`src/rtl/cp0_intc.sv`:
```
// cp0_intc: MIPS-style CP0 interrupt/exception controller.
// Holds STATUS, CAUSE, EPC (and, with CP0_INTC_TIMER_EN defined, COUNT/COMPARE
// plus the timer flag on IP[7]). External lines are synchronised per line by
// an array of cp0_intc_sync instances before they reach CAUSE.IP.
// Build option: `define CP0_INTC_TIMER_EN to enable the COUNT/COMPARE timer.

// Per-line synchroniser: a short flop chain, cleared on reset.
module cp0_intc_sync #(
    parameter int STAGES = 2
) (
    input  logic clk,
    input  logic rst,
    input  logic d,
    output logic q
);
    logic [STAGES-1:0] sync_pipe;

    // Shift the asynchronous level through STAGES flops.
    always_ff @(posedge clk) begin
        if (rst) begin
            sync_pipe <= '0;
        end else begin
            sync_pipe[0] <= d;
            for (int k = 1; k < STAGES; k++) sync_pipe[k] <= sync_pipe[k-1];
        end
    end

    assign q = sync_pipe[STAGES-1];
endmodule

module cp0_intc #(
    parameter int N_INT       = 5,
    parameter int SYNC_STAGES = 2
) (
    input  logic             clk,
    input  logic             rst,
    input  logic             we,
    input  logic [4:0]       waddr,
    input  logic [31:0]      wdata,
    input  logic [4:0]       raddr,
    output logic [31:0]      rdata,
    input  logic [N_INT-1:0] int_in,
    input  logic             exc_ovf,
    input  logic             exc_syscall,
    input  logic             exc_unknown,
    input  logic             eret,
    input  logic [31:0]      exc_pc,
    input  logic             exc_bd,
    output logic             exc_take,
    output logic [31:0]      exc_vec,
    output logic [31:0]      epc_out,
    output logic [31:0]      status_out,
    output logic [31:0]      cause_out,
    output logic             int_pending
);
    localparam logic [4:0]  REG_COUNT   = 5'd9;
    localparam logic [4:0]  REG_COMPARE = 5'd11;
    localparam logic [4:0]  REG_STATUS  = 5'd12;
    localparam logic [4:0]  REG_CAUSE   = 5'd13;
    localparam logic [4:0]  REG_EPC     = 5'd14;
    // IE, EXL, IM[7:0], BEV
    localparam logic [31:0] STATUS_MASK = 32'h0040_FF03;
    localparam logic [31:0] STATUS_RST  = 32'h0040_0000;

    localparam logic [4:0] EXC_INT = 5'd0;
    localparam logic [4:0] EXC_SYS = 5'd8;
    localparam logic [4:0] EXC_RI  = 5'd10;
    localparam logic [4:0] EXC_OV  = 5'd12;

    logic [31:0]      status_q;
    logic [4:0]       exc_code_q;
    logic [1:0]       ip_sw_q;
    logic             iv_q;
    logic             bd_q;
    logic [31:0]      epc_q;
    logic [31:0]      count_q;
    logic [31:0]      compare_q;
    logic             timer_q;

    logic [N_INT-1:0] int_sync;
    logic [5:0]       sync_pad;
    logic [7:0]       ip;
    logic             int_sel;
    logic [4:0]       exc_code_nxt;
    logic [31:0]      vec_base;

    // One synchroniser per external line.
    cp0_intc_sync #(.STAGES(SYNC_STAGES)) u_sync [N_INT-1:0] (
        .clk (clk),
        .rst (rst),
        .d   (int_in),
        .q   (int_sync)
    );

    // Zero-pad so IP[7] only sees a sixth line when one exists.
    assign sync_pad = 6'(int_sync);
    assign ip       = {timer_q | sync_pad[5], sync_pad[4:0], ip_sw_q};

    assign int_pending = status_q[0] & ~status_q[1] & |(ip & status_q[15:8]);
    assign exc_take    = exc_ovf | exc_syscall | exc_unknown | int_pending;
    assign int_sel     = int_pending & ~exc_ovf;
    assign vec_base    = status_q[22] ? 32'hBFC0_0200 : 32'h8000_0000;
    assign exc_vec     = vec_base + ((int_sel & iv_q) ? 32'h0000_0200 : 32'h0000_0180);

    assign epc_out    = epc_q;
    assign status_out = status_q;
    assign cause_out  = {bd_q, 7'b0, iv_q, 7'b0, ip, 1'b0, exc_code_q, 2'b0};

    // Exception code by priority: overflow, interrupt, reserved instr, syscall.
    always_comb begin
        exc_code_nxt = EXC_SYS;
        if (exc_ovf)          exc_code_nxt = EXC_OV;
        else if (int_pending) exc_code_nxt = EXC_INT;
        else if (exc_unknown) exc_code_nxt = EXC_RI;
    end

    // STATUS/CAUSE/EPC: mtc0 first, exception entry overlays it, eret last.
    always_ff @(posedge clk) begin
        if (rst) begin
            status_q   <= STATUS_RST;
            exc_code_q <= '0;
            ip_sw_q    <= '0;
            iv_q       <= 1'b0;
            bd_q       <= 1'b0;
            epc_q      <= '0;
        end else begin
            if (we) begin
                case (waddr)
                    REG_STATUS: status_q <= wdata & STATUS_MASK;
                    REG_CAUSE: begin
                        ip_sw_q <= wdata[9:8];
                        iv_q    <= wdata[23];
                    end
                    REG_EPC:    epc_q <= wdata;
                    default: ;
                endcase
            end
            if (exc_take) begin
                status_q[1] <= 1'b1;
                exc_code_q  <= exc_code_nxt;
                // Nested exceptions keep the original return point.
                if (!status_q[1]) begin
                    epc_q <= exc_bd ? exc_pc - 32'd4 : exc_pc;
                    bd_q  <= exc_bd;
                end
            end else if (eret) begin
                status_q[1] <= 1'b0;
            end
        end
    end

`ifdef CP0_INTC_TIMER_EN
    // Free-running COUNT, COMPARE, and sticky match flag (COMPARE write wins).
    always_ff @(posedge clk) begin
        if (rst) begin
            count_q   <= '0;
            compare_q <= 32'hFFFF_FFFF;
            timer_q   <= 1'b0;
        end else begin
            count_q <= (we && waddr == REG_COUNT) ? wdata : count_q + 32'd1;
            if (we && waddr == REG_COMPARE) begin
                compare_q <= wdata;
                timer_q   <= 1'b0;
            end else if (count_q == compare_q) begin
                timer_q <= 1'b1;
            end
        end
    end
`else
    assign count_q   = '0;
    assign compare_q = '0;
    assign timer_q   = 1'b0;
`endif

    // mfc0 read mux; reflects state before the current edge.
    always_comb begin
        rdata = '0;
        case (raddr)
            REG_COUNT:   rdata = count_q;
            REG_COMPARE: rdata = compare_q;
            REG_STATUS:  rdata = status_q;
            REG_CAUSE:   rdata = cause_out;
            REG_EPC:     rdata = epc_q;
            default:     rdata = '0;
        endcase
    end
endmodule

```
`config.mk`:
```
export PLATFORM = sky130hd
export DESIGN_NAME = cp0_intc
export DESIGN_NICKNAME = d
export VERILOG_FILES = /design/src/rtl/cp0_intc.sv
export SDC_FILE = /design/constraint.sdc
export NUM_CORES = 1
export LEC_CHECK = 0
export ABC_AREA = 1
export CORE_MARGIN = 10
export CORE_UTILIZATION = 35
export CTS_CLUSTER_DIAMETER = 50
export DETAILED_ROUTE_END_ITERATION = 7
export PLACE_DENSITY = 0.81
export SLEW_MARGIN = 25
export SYNTH_ARGS = -nofsm -noshare
export SYNTH_HDL_FRONTEND = slang
export SYNTH_SLANG_ARGS = --single-unit
```
`constraint.sdc`:
```
create_clock -name clk -period 1.4 [get_ports clk]
set_clock_uncertainty 0.2 [all_clocks]
set_input_delay 0.14 -clock clk [delete_from_list [all_inputs] [get_ports clk]]
set_output_delay 0.14 -clock clk [all_outputs]
set_load 0.05 [all_outputs]
```
==> results.ini <==
[finish]
drive_gt1_share_pct = 43.2
multi_input_area_sq_um = 3160
nets = 1094
num-fill-cells = 706
final-seq-area_sq_um = 1280
finalInstanceArea_sq_um = 9530
fin_cells = 1179
area_growth_pct = 118

[setup_path]
cp-end-kind = primary output
crit_required_ns = 1.06
r2r-start = status_out[11]
r2r_setup_slack_ns = -0.50
worstRegToRegCells = 12
critPathLaunch = status_out[12]
endpoint = exc_vec[9]
crit_path_start_kind = flip-flop
crit_path_max_incr_delay_ns = 0.35
cpMostUsedCell = nand2_2
crit_chain = nand2_2, nand2_2, nor2_4, nand2_2, nand2_4, nor2_4, nand2_4, inv_4, ha_4, buf_12
slowest_stage = dfxtp_4
critPathMaxFanout = 2
arrival_ns = 1.67
critPathKind = reg2out
r2r_end = epc_out[0]

[placement]
placedInstanceArea_sq_um = 8430
portBuffers = 187
place_hpwl_mm = 16.7
place_inst = 1142
place.gp.congestion = 0.924

[synthesis]
async_flop_share_pct = 0
syn_avg_cell_area_sq_um = 6.15
yosysTopAreaCell = dfxtp_1
ys_ff_latch = 60
ys_warn_count = 0
ys.flop_type = dfxtp_1
synthesis.area_sq_um = 4370
synthDistinctLibCells = 36
seq_area_frac_synth_pct = 27.5
synth.top_cells.by_area = dfxtp_1, buf_4, nand2_1
synth_edf_count = 0
synth_cells = 711
synth_top_cell_area_share_pct = 27.5

[clock_tree]
clk_path_buf_depth = 2
cts_buffers = 9
clk_latency_ns = 0.33
cts_tree = done
cts_root_buf = clkbuf_16
cts.clk_slew.worst_paths_ns = 0.05
cts_max_level = 3
clock-sinks = 60

[floorplanning]
num_rows = 40
die_y_um = 132
initial_core_util_pct = 36.1
core-area_sq_um = 12100
die_area_sq_um = 17400
io_pins = 249
die_w_um = 132

[sta]
grt_setup_unrepaired = yes
fin_ws_ns = -0.609
fin_setup_tns_ns = -22.67
timing.fmax_mhz = 498
drv_slew = 0
fin_crit_ns = 2.01
finalSetupViolCount = 75
timing.slew.headroom_pct = 58.4
tightest_slew_ns = 0.618
final_hold_viol_count = 0
period_share_pct = 144

[routing]
firstDrtPassIters = 5
ant_nets = 0
wl_per_cell_um = 20.5
vias_per_cell = 5.01
initialDrtViolationCount = 433
wirelength_mm = 24.1
vias = 5903
drc = 0

[global_routing]
track_usage_pct = 25.1
grt_max_degree = 39
antenna_found_initial = 2
grt_first_pass_wirelength_mm = 35.0
grt_pass1_vias = 6160
grt_overflow = 0

[run_status]
outcome = finished, violations left
violations = setup timing

[power]
cellPowerDensity_nw_per_um2 = 706
vdd_ir_drop_max_uv = 564
power.leakage_nw = 4.53

[hold_path]
holdPathStages = 3
hold_class = in2reg

[run]
max-cap-violations = 0

==> layout by cell type (no fill, tap or decap), types with 10 or more instances in the layout <==
cell type,netlist,final
clkdlybuf4s50_1,0,73
buf_6,0,20
inv_1,92,80
o21ai_0,69,43
nor2_4,2,23
nor2_2,4,12
nand2_2,3,14
nand2_4,1,14
nand2_1,135,108
dfxtp_1,60,27
a21oi_1,33,21
nor2_1,119,90
nand3_2,1,11
dfxtp_2,0,18
buf_12,0,113
o21ai_2,0,10
dfxtp_4,0,15
nand3_1,36,19
inv_2,5,11
o21ai_1,4,13
conb_1,2,61
buf_4,77,102
==> worst min path at each step <==
stage / from / end / slack [ns]
3_5_place_dp: u_sync[1].sync_pipe[0] / u_sync[1].sync_pipe[1] / 0.19
2_1_floorplan: int_in[0] / u_sync[0].sync_pipe[0] / 0.05
3_3_place_gp: u_sync[3].sync_pipe[0] / u_sync[3].sync_pipe[1] / 0.19
5_1_grt: int_in[2] / u_sync[2].sync_pipe[0] / 0.16
6_report: int_in[2] / u_sync[2].sync_pipe[0] / 0.13
4_1_cts: int_in[2] / u_sync[2].sync_pipe[0] / 0.13
==> what timing repair did <==
item                       4_1_cts  5_1_grt
setup endpoints to repair       94       91
gates cloned                     5        0
hold buffers                     0        0
pin swaps                       22       21
resized for setup              142       73
buffers inserted                12       12
==> flip-flops by register name, summed over array words and instances, names as in the netlist <==
signal and cells:
ip_sw_q 2, exc_code_q 3, u_sync.sync_pipe 10, epc_out 32, iv_q 1, bd_q 1
status_out 11
==> cells in the mapped netlist (5+ instances only) <==
master	number
nor2_1	119
o21ai_0	69
inv_1	92
nor3_1	6
clkbuf_1	13
buf_4	77
a21oi_1	33
xor2_1	9
nand2_1	135
buf_2	9
inv_2	5
dfxtp_1	60
nand3_1	36
nand4_1	7
==> power by group <==
| group | leakage, nW | switching (mW) | internal, mW |
|---|---|---|---|
| Clock | 0.135 | 0.872 | 1.29 |
| Sequential | 0.511 | 0.161 | 1.81 |
| Combinational | 3.88 | 1.51 | 1.09 |
| Total | 4.53 | 2.55 | 4.18 |
==> logic make-up (layout without fill, tap and decap cells) <==
family,Yosys count,count (layout),synth area share (%)
compound gates,114,114,13.8
fa+ha+maj,2,2,0.572
simple gates,326,326,32.2
xor+xnor,11,11,2.20
buf+inv,196,436,23.7
flops,60,60,27.5
other cells,2,62,0.172
==> cell type report <==
class,count,share of cell area (%)
clock buffer,12,2.69
sequential,60,13.4
timing repair buffer,323,44.1
antenna,1,0.0263
inverter,97,4.14
clock inverter,4,0.263
tap,168,2.21
multi-input combinational,514,33.1
==> through the flow <==
| step | hold WS (ns) | util [%] | total power, mW | worst slack (ns) |
|---|---|---|---|---|
| global placement | 0.189 | 69.6 | 4.26 | -0.641 |
| global route | 0.162 | 78.7 | 6.92 | -0.655 |
| floorplan | 0.0470 | - | 3.29 | -0.356 |
| detailed placement | 0.195 | 69.6 | 4.29 | -0.722 |
| CTS | 0.130 | 76.9 | 6.54 | -0.550 |
| finish | 0.131 | 78.7 | 6.73 | -0.609 |
==> worst max-delay path, delay by kind of cell (launching register included) <==
| family | cells | cell delay [ns] |
|---|---|---|
| adders and majority gates | 1 | 0.20 |
| buffers and inverters | 2 | 0.20 |
| DFF | 1 | 0.35 |
| and+or+nand+nor | 7 | 0.59 |
==> metal layers <==
metal	track usage (%)	vias up	part of all wire [%]
met5	0	-	0.046
met4	12.4	2	5.8
met3	6.86	97	7.9
met2	45.4	343	51
met1	26.2	2774	35
li1	-	2687	-
Power figures use the tool's default switching activity.
==> patch 1: new RTL, same flow settings <==
Build with the macro `CP0_INTC_TIMER_EN` defined.
--- a/src/rtl/cp0_intc.sv
+++ b/src/rtl/cp0_intc.sv
@@ -5,6 +5,8 @@
 // Build option: `define CP0_INTC_TIMER_EN to enable the COUNT/COMPARE timer.
 
 // Per-line synchroniser: a short flop chain, cleared on reset.
+`define CP0_INTC_TIMER_EN
+
 module cp0_intc_sync #(
     parameter int STAGES = 2
 ) (
Check against the original RTL: not equivalent (Yosys sat finds a counterexample within 4 cycles, from zero or initial values and one cycle with rst high).
==> patch 1 against the unedited design <==
- the run still ends with negative setup slack left
- non-clock buffer count grew 218
- clock power grew 110%
- synthesized area grew 89%
- setup slack lost 0.12 ns
- power grew 76%
- sequential cell count grew 65
- design area grew 78%
- routed wire length grew 95%
- critical path type unchanged
- largest cell class unchanged
- highest routed layer unchanged
==> patch 1: results (changes against the unedited design) <==
Cells and area
The layout inverter count without the clock tree came to 167 (+72%). The multi-input combinational gate total is 950 (+85%). The fraction of layout instances using a drive strength above 1 came to 49.0% (+5.9 points).

The register share of the cell area was 15.8% (+2.3 points). The share of final layout cell area taken by non-clock buffers is 37.9% (-6.2 points). The fraction of standard cell area in multi-input logic is 36.2% (+3.1 points).

Clock tree
The level count of the clock H-tree is 4 (+1). The source-to-sink clock delay at the later pin of the worst-skew pair was 0.45 ns (+0.12 ns). The total of cells resized after clock tree synthesis is 385 (+170%).

The post-CTS setup-driven buffer insertion count was 55 (+43). The number of buffers inserted for hold repair after clock tree synthesis is 1 (+1).

Placed design
The estimated wirelength of the detail-placed design is 29.8 mm (+79%). The final weighted congestion in routability-driven placement is 0.995 (+7.7%). The quantity of I/O buffers inserted on ports was 188 (+0.53%).

Synthesis
Counting instances in the post-synthesis netlist gives the leading cell types as nand2_1, inv_1, nor2_1, dfxtp_1, o21ai_0. Sorting the synthesized cells by area gives the leading types as dfxtp_1, nand2_1, inv_1. The number of distinct library cells after synthesis is 44 (+22%). The area fraction in compound gates after synthesis is 14.9% (+1.1 points). The xor/xnor share of the synthesized area is 5.84% (+3.6 points).

Global routing
The global-route wire length before repair is 64.6 mm (+84%). The overall fraction of global-route tracks in use is 27.3% (+2.2 points). The via count of the first global-routing pass is 11400 (+84%).

The met1 demand-to-capacity share in global routing came to 31.3% (+5.1 points). The global routing met2 resource utilization is 46.1% (+0.67 points).

Detailed routing
The violation count after the first detailed-route iteration is 1376 (+220%). The vias per cell is 5.39 (+7.6%). The wire length on met3 is 4.88 mm (+160%). The number of detailed-route iterations in the first pass is 6 (+1).

Run status
The run finished, with violations left. The final reports fail on negative setup slack.

STA
The number of endpoints failing setup at the final stage is 138 (+84%). The slew at the pin closest to its max-slew limit came to 0.528 ns (-0.0901 ns). The final worst-path setup slack is -0.727 ns (-0.118 ns).
-- patch 1: cell types whose count changed in the layout (fill, tap and decap cells not counted), sizes merged, moves of 11 or more --
| cell | change |
|---|---|
| buf | +210 |
| clkbuf | +13 |
| o211ai | +36 |
| xor2 | +13 |
| o21ai | +23 |
| inv | +76 |
| a21oi | +43 |
| nand4 | +11 |
| nand3 | +31 |
| nand2 | +209 |
| dfxtp | +65 |
| nor3 | +17 |
| xnor2 | +31 |
| nor2 | +16 |
-- patch 1: worst paths after layout --
kind,from,to,slack (ns),cells after the start
max,status_out[9],exc_vec[9],-0.73,10
min,int_in[1],u_sync[1].sync_pipe[0],0.006,3
max reg2reg,status_out[9],epc_out[7],-0.71,13
min reg2reg,u_sync[4].sync_pipe[0],u_sync[4].sync_pipe[1],0.21,2
-- patch 1: per-stage QoR --
| step | std cells | setup TNS (ns) | worst slack, ns | cell area (sq um) | power, W |
|---|---|---|---|---|---|
| after floorplan | 1367 | -15.32 | -0.366 | 9110 | 0.00541 |
| after global placement | 2012 | -80.18 | -0.813 | 13600 | 0.00673 |
| after detailed placement | 2012 | -83.97 | -0.840 | 13600 | 0.00676 |
| after CTS | 2111 | -42.94 | -0.679 | 16200 | 0.0115 |
| after global routing | 2135 | -50.65 | -0.750 | 17000 | 0.0121 |
| final | 2135 | -46.76 | -0.727 | 17000 | 0.0119 |
-- patch 1: power by group --
| part | total (W) | leakage [nW] | internal [W] | switching (W) |
|---|---|---|---|---|
| clock | 0.00443 | 0.271 | 0.00236 | 0.00207 |
| combinational | 0.00356 | 6.79 | 0.00153 | 0.00203 |
| sequential | 0.00387 | 1.06 | 0.00367 | 0.000197 |
==> patch 2: new RTL, same settings <==
Made on the original files. Put a register stage on the output `rdata`, with the module's reset. The value now appears one clock later. The other outputs are not delayed to match.
--- a/src/rtl/cp0_intc.sv
+++ b/src/rtl/cp0_intc.sv
@@ -66,6 +66,8 @@
     localparam logic [4:0] EXC_SYS = 5'd8;
     localparam logic [4:0] EXC_RI  = 5'd10;
     localparam logic [4:0] EXC_OV  = 5'd12;
+
+    logic [31:0] rdata_d;
 
     logic [31:0]      status_q;
     logic [4:0]       exc_code_q;
@@ -174,15 +176,23 @@
 
     // mfc0 read mux; reflects state before the current edge.
     always_comb begin
-        rdata = '0;
+        rdata_d = '0;
         case (raddr)
-            REG_COUNT:   rdata = count_q;
-            REG_COMPARE: rdata = compare_q;
-            REG_STATUS:  rdata = status_q;
-            REG_CAUSE:   rdata = cause_out;
-            REG_EPC:     rdata = epc_q;
-            default:     rdata = '0;
+            REG_COUNT:   rdata_d = count_q;
+            REG_COMPARE: rdata_d = compare_q;
+            REG_STATUS:  rdata_d = status_q;
+            REG_CAUSE:   rdata_d = cause_out;
+            REG_EPC:     rdata_d = epc_q;
+            default:     rdata_d = '0;
         endcase
     end
+    always_ff @(posedge clk) begin
+        if (rst) begin
+            rdata <= '0;
+        end else begin
+            rdata <= rdata_d;
+        end
+    end
+
 endmodule
 
Function: changed (Yosys sat finds a counterexample within 4 cycles, from zero or initial values and one cycle with rst high).
==> patch 2 against the unedited design <==
- the run still ends with negative setup slack left
- synthesized area increased by 18%
- power grew 11%
- non-clock buffer count down 9
- clock power up 4%
- sequential cell count up 32
- global-route usage shrank 6.0 points
- count of clock-buffer cells in the layout is 2 lower
- cell count up 1.7%
- via count is 5.5% lower
- sequential share of layout area grew 6.4 points
- design area down 0.46%
- routed wire length down 16%
- setup slack got worse by 0.049 ns
- largest power group is now sequential cells
==> patch 2: results (changes against the unedited design) <==
Synthesis
Ranked by instance count, the synthesized netlist is headed by nand2_1, dfxtp_1, inv_1, buf_4, nor2_1. The number of distinct library cells after synthesis is 39 (+8.3%). The sequential-to-total area share from yosys stat is 35.8% (+8.4 points). After synthesis, the cell types taking the most area are dfxtp_1, buf_4, nand2_1. The most used flip-flop cell after synthesis is dfxtp_1.

Clock tree
The source-to-sink clock delay at the later pin of the worst-skew pair is between 0.3 and 0.4 ns. The clock-pin slew reported for the worst setup and hold paths after clock tree synthesis was 0.07 ns (+0.02 ns). The number of buffers created by CTS came to 9 (unchanged). The root cell of the clock tree is clkbuf_16. The level count of the clock H-tree is 3 (unchanged).

Placed design
The pre-CTS setup slack is -0.671 ns (+0.0513 ns). The quantity of I/O buffers inserted on ports is 187 (unchanged). The estimated wirelength of the detail-placed design is 15.9 mm (-4.7%). The final weighted congestion in routability-driven placement came to 0.874 (-5.4%).

Worst setup path
The largest individual stage delay along the critical path comes from the cell dfxtp_4. The family of cells with the greatest summed delay on the critical path is simple AND/OR/NAND/NOR gates. The largest stage delay on the critical path is 0.35 ns (about the same). The data arrival time of the critical path is 1.72 ns (+0.05 ns).

Detailed routing
The violation count after the first detailed-route iteration was 318 (-27%). The total wire length is 20.2 mm (-16%). The total number of vias is 5577 (-5.5%). The number of detailed-route iterations in the first pass is 5 (unchanged).

The number of nets with antenna violations after routing is 0 (unchanged).

Cells and area
The fraction of layout instances using a drive strength above 1 is 32.7% (-10 points). The number of nets in the final layout is 1098 (+0.37%).

Pwr
The worst vdd rail ir drop is 0.740 mV (+31%). The switching share of total power is 33.9% (-4.0 points). The static leakage is 4.39 nW (-3.0%).

Global routing
The overall fraction of global-route tracks in use is 19.1% (-6.0 points). The largest net degree at the start of global routing was 37 (-5.1%). The initial antenna violation count came to 1 (-1). The global-route wire length before repair is 30.5 mm (-13%). The via count of the first global-routing pass is 5798 (-5.9%).

STA
The final worst-path setup slack was -0.659 ns (-0.0492 ns). The clock period minus worst slack is 2.06 ns (+0.0492 ns). The number of endpoints failing setup at the final stage came to 42 (-44%).

Min path
The type of the worst min-delay path is input port to flip-flop.

Run status
The run finished, with violations left. The checks that failed: negative setup slack.
-- patch 2: metrics by stage --
stage | setup TNS (ns) | total power, W | std cells | area [sq um]
finish | -18.45 | 0.00745 | 1199 | 9480
global route | -20.58 | 0.00769 | 1199 | 9480
CTS | -16.75 | 0.00743 | 1196 | 9360
detailed placement | -34.57 | 0.00510 | 1171 | 8770
global placement | -32.29 | 0.00507 | 1171 | 8770
floorplan | -9.11 | 0.00413 | 786 | 5450
-- patch 2: worst paths after layout --
check / from / to / slack, ns / cells past startpoint
max reg2reg: status_out[13] / epc_out[5] / -0.53 / 12
min: int_in[3] / u_sync[3].sync_pipe[0] / 0.12 / 3
min reg2reg: u_sync[2].sync_pipe[0] / u_sync[2].sync_pipe[1] / 0.20 / 2
max: status_out[13] / exc_vec[9] / -0.66 / 10
-- patch 2: power groups by stage --
stage	sequential, W	clock (W)	combinational (W)
after detailed placement	0.00290	0	0.00220
final	0.00285	0.00224	0.00236
after global placement	0.00290	0	0.00217
after CTS	0.00285	0.00226	0.00233
after global routing	0.00286	0.00234	0.00249
after floorplan	0.00316	0	0.000973
-- patch 2: kinds of logic (layout without fill, tap and decap cells) --
family | Yosys count | in the layout | synth area share (%)
xor+xnor | 15 | 15 | 2.56
flops | 92 | 92 | 35.8
fa+ha+maj | 2 | 2 | 0.487
simple gates | 285 | 285 | 24.9
mux | 12 | 12 | 2.53
compound gates | 124 | 124 | 12.8
buf+inv | 195 | 423 | 20.8
other cells | 2 | 62 | 0.146
-- patch 2: routing by layer --
layer | track usage [%] | vias up | share of wire [%]
met5 | 0 | - | 0
met4 | 6.25 | 0 | 1.9
met3 | 4.90 | 20 | 7.0
met2 | 34.6 | 250 | 52
met1 | 21.1 | 2591 | 39
li1 | - | 2716 | -
-- patch 2: worst reg2reg max path, delay by kind of cell (launching register included) --
family | cells | cell delay, ns
buf+inv | 3 | 0.49
compound gates | 2 | 0.26
flops | 1 | 0.35
simple gates | 7 | 0.50
-- patch 2: cell type report --
cell class / count / area, sq um
Antenna cell: 1 / 2.50
Timing Repair Buffer: 314 / 4050
Multi-Input combinational cell: 499 / 2690
Clock inverter: 6 / 38.8
Tap cell: 184 / 230
Sequential cell: 92 / 1890
Fill cell: 1090 / 5000
Clock buffer: 10 / 229
Inverter: 93 / 354
-- patch 2: what timing repair did --
item | 4_1_cts | 5_1_grt
pin swaps | 8 | 13
gates cloned | 5 | 0
hold buffers | 0 | 0
setup endpoints to repair | 74 | 76
setup buffers | 5 | 2
gates resized for setup | 68 | 33
